==> src/rtl/bcd_counter_if.sv <==
// Control and status bundle for the packed-BCD counter.
// The parent drives control through master; the counter sits on slave.
interface bcd_counter_if #(
  parameter int DIGITS = 3
);
  logic                  clr;
  logic                  load;
  logic [4*DIGITS-1:0]   load_val;
  logic                  en;
  logic                  up;
  logic [4*DIGITS-1:0]   count;
  logic                  wrap;
  logic                  at_limit;
  logic                  err;

  modport master (
    output clr, load, load_val, en, up,
    input  count, wrap, at_limit, err
  );

  modport slave (
    input  clr, load, load_val, en, up,
    output count, wrap, at_limit, err
  );
endinterface

==> src/rtl/bcd_counter.sv <==
// Registered N-digit packed-BCD up/down counter with load, clear and a
// wrap-or-saturate end policy. count, wrap and err come straight from flops.
module bcd_counter #(
  parameter int DIGITS   = 3,
  parameter bit SATURATE = 1'b0
) (
  input  logic          clk,
  input  logic          reset,
  bcd_counter_if.slave  bus
);
  localparam int             W       = 4 * DIGITS;
  localparam logic [W-1:0]   MAX_VAL = {DIGITS{4'h9}};
  localparam logic [W-1:0]   MIN_VAL = '0;

  logic [W-1:0] count_p0;
  logic         wrap_p0;
  logic         err_p0;

  logic [W-1:0] count_nx;
  logic         wrap_nx;
  logic         err_nx;
  logic         at_term;

  // Zero any digit above 9 so an illegal load never reaches count.
  function automatic logic [W-1:0] sanitize(input logic [W-1:0] v);
    logic [W-1:0] r;
    r = v;
    for (int i = 0; i < DIGITS; i++) begin
      if (v[4*i +: 4] > 4'd9) r[4*i +: 4] = 4'd0;
    end
    return r;
  endfunction

  function automatic logic has_bad_digit(input logic [W-1:0] v);
    logic bad;
    bad = 1'b0;
    for (int i = 0; i < DIGITS; i++) begin
      if (v[4*i +: 4] > 4'd9) bad = 1'b1;
    end
    return bad;
  endfunction

  // One BCD step with per-digit ripple: a digit moves only while every
  // lower digit rolled over. Terminal values roll naturally to the far end.
  function automatic logic [W-1:0] bcd_step(input logic [W-1:0] v, input logic dir_up);
    logic [W-1:0] r;
    logic [3:0]   d;
    logic         carry;
    r     = v;
    carry = 1'b1;
    for (int i = 0; i < DIGITS; i++) begin
      d = v[4*i +: 4];
      if (carry) begin
        if (dir_up) begin
          if (d == 4'd9) r[4*i +: 4] = 4'd0;
          else begin
            r[4*i +: 4] = d + 4'd1;
            carry       = 1'b0;
          end
        end else begin
          if (d == 4'd0) r[4*i +: 4] = 4'd9;
          else begin
            r[4*i +: 4] = d - 4'd1;
            carry       = 1'b0;
          end
        end
      end
    end
    return r;
  endfunction

  // End-of-range policy: hold in saturate mode, otherwise take the rolled value.
  function automatic logic [W-1:0] limit_step(input logic [W-1:0] v, input logic dir_up,
                                              input logic term);
    if (SATURATE && term) return v;
    return bcd_step(v, dir_up);
  endfunction

  assign at_term = bus.up ? (count_p0 == MAX_VAL) : (count_p0 == MIN_VAL);

  always_comb begin
    count_nx = count_p0;
    wrap_nx  = 1'b0;
    err_nx   = err_p0;
    if (bus.clr) begin
      count_nx = '0;
      err_nx   = 1'b0;
    end else if (bus.load) begin
      count_nx = sanitize(bus.load_val);
      if (has_bad_digit(bus.load_val)) err_nx = 1'b1;
    end else if (bus.en) begin
      count_nx = limit_step(count_p0, bus.up, at_term);
      wrap_nx  = !SATURATE && at_term;
    end
  end

  // Stage p0: the only register stage; outputs are read from here.
  always_ff @(posedge clk) begin
    if (reset) begin
      count_p0 <= '0;
      wrap_p0  <= 1'b0;
      err_p0   <= 1'b0;
    end else begin
      count_p0 <= count_nx;
      wrap_p0  <= wrap_nx;
      err_p0   <= err_nx;
    end
  end

  assign bus.count    = count_p0;
  assign bus.wrap     = wrap_p0;
  assign bus.err      = err_p0;
  assign bus.at_limit = at_term;
endmodule

==> src/flat_wrapper.sv <==
// flat-port wrapper written by rule: the top's interface ports become plain ports
module bcd_counter_flat 
#(
  parameter int DIGITS   = 3,
  parameter bit SATURATE = 1'b0
)
  (clk, reset, bus_clr, bus_load, bus_load_val, bus_en, bus_up, bus_count, bus_wrap, bus_at_limit, bus_err);
  bcd_counter_if #(.DIGITS(DIGITS)) bus_i ();
  input  logic clk;
  input  logic reset;
  input wire logic [$bits(bus_i.clr)-1:0] bus_clr;
  input wire logic [$bits(bus_i.load)-1:0] bus_load;
  input wire logic [$bits(bus_i.load_val)-1:0] bus_load_val;
  input wire logic [$bits(bus_i.en)-1:0] bus_en;
  input wire logic [$bits(bus_i.up)-1:0] bus_up;
  output wire logic [$bits(bus_i.count)-1:0] bus_count;
  output wire logic [$bits(bus_i.wrap)-1:0] bus_wrap;
  output wire logic [$bits(bus_i.at_limit)-1:0] bus_at_limit;
  output wire logic [$bits(bus_i.err)-1:0] bus_err;
  assign bus_i.clr = bus_clr;
  assign bus_i.load = bus_load;
  assign bus_i.load_val = bus_load_val;
  assign bus_i.en = bus_en;
  assign bus_i.up = bus_up;
  assign bus_count = bus_i.count;
  assign bus_wrap = bus_i.wrap;
  assign bus_at_limit = bus_i.at_limit;
  assign bus_err = bus_i.err;
  bcd_counter #(.DIGITS(DIGITS), .SATURATE(SATURATE)) u_core (.clk(clk), .reset(reset), .bus(bus_i));
endmodule
==> config.mk <==
export PLATFORM = sky130hd
export DESIGN_NAME = bcd_counter_flat
export DESIGN_NICKNAME = d
export VERILOG_FILES = /design/src/rtl/bcd_counter_if.sv /design/src/rtl/bcd_counter.sv /design/src/flat_wrapper.sv
export SDC_FILE = /design/constraint.sdc
export NUM_CORES = 1
export LEC_CHECK = 0
export BUFFER_PORTS_ARGS = -buffer_cell sky130_fd_sc_hd__buf_2
export CORE_UTILIZATION = 48
export CTS_BUF_LIST = sky130_fd_sc_hd__clkbuf_4 sky130_fd_sc_hd__clkbuf_8
export CTS_CLUSTER_SIZE = 20
export DETAILED_ROUTE_END_ITERATION = 10
export PLACE_DENSITY_LB_ADDON = 0.15
export REMOVE_ABC_BUFFERS = 1
export SLEW_MARGIN = 20
export SYNTH_ARGS = -nofsm -noshare
export SYNTH_HDL_FRONTEND = slang
export SYNTH_SLANG_ARGS = --single-unit
==> constraint.sdc <==
create_clock -name clk -period 2.1 [get_ports clk]
set_input_delay 0.315 -clock clk [delete_from_list [all_inputs] [get_ports clk]]
set_output_delay 0.315 -clock clk [all_outputs]
set_load 0.03 [all_outputs]
* Yosys cells after proc, flatten, opt, wreduce, memory -nomap -nowiden
Index checks and enable logic that the tools add are counted.
** Storage, ports and cells
- Bits in registers :: 14
- Latch bits :: 0
- RAM bits :: 0
- Memory bits (read-only) :: 0
- Bits of input ports :: 18
- Output and inout bits :: 15
- Logic and storage cells :: 66
- Memories kept :: 0
** Operators by class
- $add $sub $neg :: 6
- Multipliers :: 0
- Divide/modulo/power cells :: 0
- $lt $le $gt $ge :: 3
- Equal/unequal tests :: 4
- Shift operators :: 0
- Mux-type cells :: 35
- Bitwise operators :: 1
- Reductions and logical operators :: 12
** Operators by type and width (count)
- $mux W4 :: 14
- $mux W12 :: 2
- $mux W1 :: 19
- $add A4 B1 Y4 const B :: 3
- $eq A12 B12 Y1 const B :: 1
- $eq A4 B4 Y1 const B :: 3
- $gt A4 B4 Y1 const B :: 3
- $logic_not A12 Y1 :: 1
- $logic_not A4 Y1 :: 3
- $sub A4 B1 Y4 const B :: 3
- $reduce_and A2 Y1 :: 3
- $reduce_bool A2 Y1 :: 3
- $reduce_or A4 Y1 :: 1
- $reduce_or A2 Y1 :: 1
- $not A1 Y1 :: 1

* Longest topological paths before layout
Gate-level depths: netlist of run 1.
- Depth in word-level cells :: 13
- Gate-level depth with buffers :: 8
- Depth with buffers taken out :: 5

* Least setup slack after synthesis of run 1
Ideal clock, no wire load.
- Path type :: register -> output
- Start :: register u_core.count_p0[4] (netlist: u_core.bus.count[4])
- End :: output port bus_at_limit
- Arrival :: 1.620 ns
- Required time :: 1.785 ns
- Path slack :: 0.165 ns
- Cell stages (with the launch flop) :: 6
- Buffers on the path :: 1
- Cells stage by stage :: dfxtp_1 > buf_2 > nor4_1 > nor2b_1 > nor4b_1 > a41o_1
** On the way
- Cells in the longest elaborated chain, start to end :: 2
- Elaborated cells on any way between the ends :: 3
- Those cells by class :: 1 x eq/ne; 1 x mux; 1 x reduce/logical
** RTL lines
- from (decl) :: line bcd_counter.sv:15 : logic [W-1:0] count_p0;
- from (signal assigned) :: line bcd_counter.sv:104 : count_p0 <= count_nx;
- $eq A12 B12 Y1 or $logic_not A12 Y1 (tied branches) :: line bcd_counter.sv:79 : assign at_term = bus.up ? (count_p0 == MAX_VAL) : (count_p0 == MIN_VAL);
- $mux W1 * :: line bcd_counter.sv:79
- to (decl) :: line flat_wrapper.sv:18 : output wire logic [$bits(bus_i.at_limit)-1:0] bus_at_limit;
Mark *: on every way between the ends. The rest lies on a longest branch, timed or not.

* Final worst setup path of run 1
- Start :: register u_core.count_p0[0] (netlist: u_core.bus.count[0])
- End :: output port bus_at_limit
The elaborated chain is that of the path after synthesis.

==> impl_metrics.py, run 1 <==
metrics = {
    "floorplanning": {
        "dieArea_um2": 2740,
        "fp.dieW_um": 52.4,
        "die_h_um": 52.4,
        "start_util_pct": 53.0,
        "io_pins": 33,
        "core_area_um2": 2300,
        "fp-row-count": 17,
    },
    "setup_path": {
        "rrSetupSlack_ns": 0.31,
        "critPathRequiredTime_ns": 1.78,
        "cp-start-kind": "register",
        "r2r-end": "u_core.bus.count[8]$_SDFFE_PP0P_",
        "critPathMaxFanout": 6,
        "critPathCaptureType": "primary output",
        "criticalPathCategory": "register to primary output",
        "reg2reg_from": "u_core.bus.count[3]$_SDFFE_PP0P_",
        "reg2reg_depth": 5,
        "arrival_ns": 1.68,
        "startpoint": "u_core.bus.count[0]$_SDFFE_PP0P_",
    },
    "clock_network": {
        "cts_buffers": 3,
        "ctsHoldBuffers": 0,
        "cts-root-buf": "clkbuf_4",
        "cts_max_level": 1,
        "path_clk_slew_ns": 0.09,
        "cts_num_sinks": 14,
        "clock_path_buffers": 2,
        "cts_tree": "built",
        "insertion_delay_ns": 0.28,
    },
    "grt": {
        "grt_pass1_vias": 1189,
        "grt.busiest_layer": "met2",
        "grt_usage_pct": 25.3,
        "grt_pass1_wl_um": 5260,
        "grt_use_met1_pct": 33.0,
        "grt_max_degree": 20,
        "antenna_found_initial": 0,
        "gr-usage-met2_pct": 44.1,
        "use_met3_pct": 3.77,
        "grt_overflow": 0,
    },
    "synth": {
        "synthMuxAreaShare_pct": 2.57,
        "synthSimpleGateAreaFrac_pct": 28.6,
        "yosys.area.top_type": "dfxtp_1",
        "synth_top_area_share_pct": 23.0,
        "syn_avg_cell_area_um2": 7.08,
        "synth_top_family_by_area": "compound AO/OA/AOI/OAI gates",
        "yosysUniqueCellTypes": 48,
        "synthAdderAreaFrac_pct": 0,
        "synth-warning-count": 0,
        "synth_compound_area_share_pct": 31.1,
        "netlist_top_cells_area": "dfxtp_1 (23%), a21oi_1 (6.2%), o21ai_0 (4.9%)",
        "synth_enable_flop_cells": 0,
        "synthXorXnorAreaFrac_pct": 5.04,
        "netlist_area_um2": 1220,
        "synth-seq-area-share_pct": 23.0,
        "ys_ff_latch": 14,
        "synth.top_cells.by_count": "a21oi_1 (15), nor2_1 (15), dfxtp_1 (14)",
        "synth_cells": 172,
        "ys.flop_type": "dfxtp_1",
        "async_flop_share_pct": 0,
    },
    "finish": {
        "post-route-util_pct": 61.7,
        "drive_gt1_share_pct": 25.3,
        "n_antenna_cell": 0,
        "area_delta_synth_final_pct": 16.3,
        "stdcell_area_um2": 1420,
        "fillers": 216,
        "final_nets": 213,
    },
    "placed_design": {
        "hpwl_um": 2240,
        "port-buffer-count": 32,
        "gp_congestion": 0.820,
        "dpl_cell_area_um2": 1360,
    },
    "sta": {
        "period_minus_slack_ns": 1.99,
        "maxClockFrequency_mhz": 502,
        "finalHoldViolCount": 0,
        "skew_ns": 0.00170,
        "max_slew_margin_pct": 68.5,
        "holdWs_ns": 0.263,
        "fin_tns_setup_ns": 0,
        "finalCritPeriodShare_pct": 94.9,
        "slew_violations": 0,
        "tightest_slew_ns": 0.461,
        "rsz0062_at_grt": "no",
        "setup_violations": 0,
    },
    "pwr": {
        "p_sw_share_pct": 33.5,
        "power.leakage_nw": 0.618,
        "power.share.combinational_pct": 28.7,
        "p_per_area_nw_per_um2": 489,
        "ir_worst_vdd_mv": 0.444,
        "seqPwrFrac_pct": 42.7,
        "p_sw_w": 0.000232,
        "power.share.clock_pct": 28.7,
        "intPower_w": 0.000461,
    },
    "routing": {
        "drt-initial-drc-count": 38,
        "avgViaCountPerCell": 6.01,
        "vias": 1335,
        "drtPass1Iterations": 4,
        "drcViolationCount": 0,
        "routed_wl_um": 3130,
        "postRouteAntennaNets": 0,
        "drt-wirelength-per-cell_um": 14.1,
    },
    "min_path": {
        "worstHoldPathCells": 3,
        "holdCritPathClass": "input pin to register",
        "hold_start": "bus_load_val[10]",
        "whs_endpoint": "u_core.bus.count[10]$_SDFFE_PP0P_",
    },
    "flow_run": {
        "maxCapViolations": 0,
    },
    "outcome": {
        "status": "finished, final reports clean",
    },
}
[area by class of cell]
type                       instances  area [um2]  area share [%]
sequential                        14         282            19.9
clock buffer                       4        36.3            2.56
inverter                           6        22.5            1.59
timing repair buffer              37         198            14.0
tap                               28        35.0            2.47
multi-input combinational        133         843            59.5
[cell usage in the layout (no fill, tap or decap), types with 5 or more instances in the layout]
cell      n
o21ai_0  12
xnor2_1   6
o31ai_1   5
nand2_1  12
a21oi_1  15
nor2_1   15
nand3_1   5
nor3_1    7
buf_4     5
buf_2    32
nor2b_1   5
dfxtp_1  13
inv_1     6
[flip-flops by register name (all words and copies together), names as in the netlist]
signal,count
u_core.bus.count,12
u_core.bus.err,1
u_core.bus.wrap,1
[cells by family after synthesis]
logic type / Yosys count
buffers and inverters: 25
AOI/OAI and AO/OA: 57
DFF: 14
muxes: 3
and+or+nand+nor: 66
xor gates and xnor gates: 7
[what timing repair did]
item,CTS,global route
resized for setup,2,3
setup buffers,0,0
endpoints found under the setup margin,1,1
[how the worst max path moves through the flow]
stage               cells past startpoint            to  slack, ns
floorplan                               4  bus_at_limit       0.24
global placement                        6  bus_at_limit       0.31
detailed placement                      6  bus_at_limit       0.20
CTS                                     5  bus_at_limit       0.04
global route                            5  bus_at_limit       0.01
finish                                  4  bus_at_limit       0.11
[layer usage]
| metal | vias to the layer above | wire, um |
|---|---|---|
| met5 | - | 0 |
| met4 | 0 | 39 |
| met3 | 4 | 221 |
| met2 | 53 | 1440 |
| met1 | 607 | 1420 |
| li1 | 671 | - |
[metrics by stage]
step           setup slack, ns  instances  total power, W
2_1_floorplan            0.239        153        0.000417
3_3_place_gp             0.307        218        0.000486
3_5_place_dp             0.202        218        0.000491
4_1_cts                 0.0362        222        0.000688
5_1_grt                0.00958        222        0.000728
6_report                 0.107        222        0.000692
[power groups by stage]
stage                     registers (W)  clock network (W)   logic, W
final                          0.000295           0.000199   0.000198
after global routing           0.000298           0.000210   0.000220
after floorplan                0.000320                  0  0.0000966
after detailed placement       0.000300                  0   0.000191
after global placement         0.000299                  0   0.000186
after CTS                      0.000294           0.000200   0.000194
[worst max-delay path, cell delays in order (launching register included)]
cell     delay, ns
dfxtp_1       0.37
or3_1         0.44
nor4b_2       0.27
a41o_1        0.13
buf_2         0.19
Power figures use the tool's default switching activity.
==> run 2: changes to the inputs <==
==> constraint.sdc (replaced) <==
create_clock -name clk -period 1.88 [get_ports clk]
set_input_delay 0.282 -clock clk [delete_from_list [all_inputs] [get_ports clk]]
set_output_delay 0.282 -clock clk [all_outputs]
set_load 0.03 [all_outputs]
==> run 2 against run 1 <==
Sequential power grew 9.5%. Count of clock-buffer cells in the layout is the same. Clock skew grew 0.0013 ns. Via count grew 4.7%. Sequential cell count is the same. First-iteration DRC count grew 55%. Non-clock buffer count grew 8. Clock power grew 12%. Routed wire length grew 6.9%. Worst hold slack lost 0.045 ns. Largest power group unchanged.
==> impl_metrics.py, run 2 (same netlist as run 1, synthesis figures left out) <==
metrics = {
    "clock_network": {
        "path_clk_slew_ns": 0.08,
        "cts_num_sinks": 14,
        "ctsHoldBuffers": 0,
        "cts_max_level": 1,
        "cts-root-buf": "clkbuf_4",
        "cts_buffers": 3,
        "cts_tree": "built",
        "clock_path_buffers": 2,
        "insertion_delay_ns": 0.29,
    },
    "sta": {
        "slew_violations": 0,
        "setup_violations": 0,
        "finalHoldViolCount": 0,
        "max_slew_margin_pct": 63.7,
        "maxClockFrequency_mhz": 540,
        "fin_tns_setup_ns": 0,
        "skew_ns": 0.00304,
        "rsz0062_at_grt": "yes",
        "final.setup.worst_slack_ns": 0.0267,
        "period_minus_slack_ns": 1.85,
        "tightest_slew_ns": 0.531,
        "finalCritPeriodShare_pct": 98.6,
    },
    "setup_path": {
        "cp_slowest_cell": "or3_4",
        "critPathRequiredTime_ns": 1.60,
        "critPathCaptureType": "primary output",
        "cp-start-kind": "register",
        "crit_chain": "or3_4, nor4b_4, a41o_1, buf_6",
        "arrival_ns": 1.57,
        "rrSetupSlack_ns": 0.15,
        "criticalPathCategory": "register to primary output",
        "critPathMaxFanout": 2,
        "cp_slowest_stage_delay_ns": 0.40,
    },
    "finish": {
        "final_cell_mix": "buf_2 (31), a21oi_1 (15), nor2_1 (14), buf_4 (13)",
        "n_antenna_cell": 0,
        "final_common_cell": "buf_2",
        "largest_reg_flops": 12,
        "fillers": 216,
        "final_nets": 221,
        "drive_gt1_share_pct": 30.7,
        "stdcell_count": 230,
        "area_delta_synth_final_pct": 23.8,
    },
    "routing": {
        "drt-initial-drc-count": 59,
        "drt-wirelength-per-cell_um": 14.5,
        "vias": 1398,
        "avgViaCountPerCell": 6.08,
        "routed_wl_um": 3340,
        "postRouteAntennaNets": 0,
        "drtPass1Iterations": 4,
        "drcViolationCount": 0,
    },
    "grt": {
        "grt_max_degree": 18,
        "grt_pass1_vias": 1201,
        "antenna_found_initial": 0,
        "grt_usage_pct": 25.9,
        "grt_overflow": 0,
        "grt_pass1_wl_um": 5320,
    },
    "outcome": {
        "status": "finished, final reports clean",
    },
    "pwr": {
        "ir_worst_vdd_mv": 0.370,
        "power.leakage_nw": 0.665,
        "p_per_area_nw_per_um2": 531,
        "total_power_w": 0.000801,
    },
    "min_path": {
        "holdCritPathClass": "input pin to register",
    },
    "floorplanning": {
        "fp-row-count": 17,
        "start_util_pct": 53.0,
        "fp.dieW_um": 52.4,
        "io_pins": 33,
        "dieArea_um2": 2740,
        "core_area_um2": 2300,
        "die_h_um": 52.4,
    },
    "flow_run": {
        "maxCapViolations": 0,
    },
    "placed_design": {
        "port-buffer-count": 32,
        "gp_congestion": 0.847,
        "hpwl_um": 2400,
        "dp.cells": 222,
        "place_ws_ns": 0.141,
    },
}
-- run 2: timing repair --
item	CTS	global route
resized for setup	10	5
pin swaps	2	2
endpoints found under the setup margin	1	1
buffers inserted	3	1
-- run 2: critical path, delay by kind of cell (launching register included) --
kind	cells	cell delay, ns
compound gates	1	0.15
buf+inv	1	0.14
flops	1	0.35
simple gates	2	0.65
-- run 2: routing by layer --
metal | vias up | track usage, % | wire [um]
met5 | - | 0 | 0
met4 | 0 | 7.02 | 17
met3 | 2 | 5.22 | 226
met2 | 63 | 44.1 | 1610
met1 | 645 | 32.6 | 1490
li1 | 688 | - | -
-- run 2: stage by stage --
step	utilization, %	instance area, um2	hold WS, ns
after detailed placement	60.3	1390	0.460
after floorplan	-	1120	0.378
after CTS	64.3	1480	0.208
after global routing	65.6	1510	0.244
final	65.6	1510	0.218
after global placement	60.3	1390	0.456
-- run 2: cell type report --
cell class	count	area (um2)	area share [%]
multi-input combinational	133	860	57.0
sequential	14	290	19.3
timing repair buffer	45	264	17.5
clock buffer	4	36.3	2.41
tap	28	35.0	2.32
inverter	6	22.5	1.49
-- run 2: path summary, 6_finish.rpt --
path,to,depth (start not counted),from
hold / removal,u_core.bus.count[10]$_SDFFE_PP0P_,3,bus_load_val[10]
setup reg to reg,u_core.bus.count[8]$_SDFFE_PP0P_,6,u_core.bus.count[1]$_SDFFE_PP0P_
setup / recovery,bus_at_limit,4,u_core.bus.count[1]$_SDFFE_PP0P_
hold reg to reg,u_core.bus.err$_SDFFE_PP0P_,2,u_core.bus.err$_SDFFE_PP0P_
-- run 2: power by group --
group          switching (W)  total (W)  internal, W
clock network       0.000104   0.000222     0.000118
registers          0.0000167   0.000323     0.000306
logic               0.000146   0.000256     0.000110
total               0.000267   0.000801     0.000534
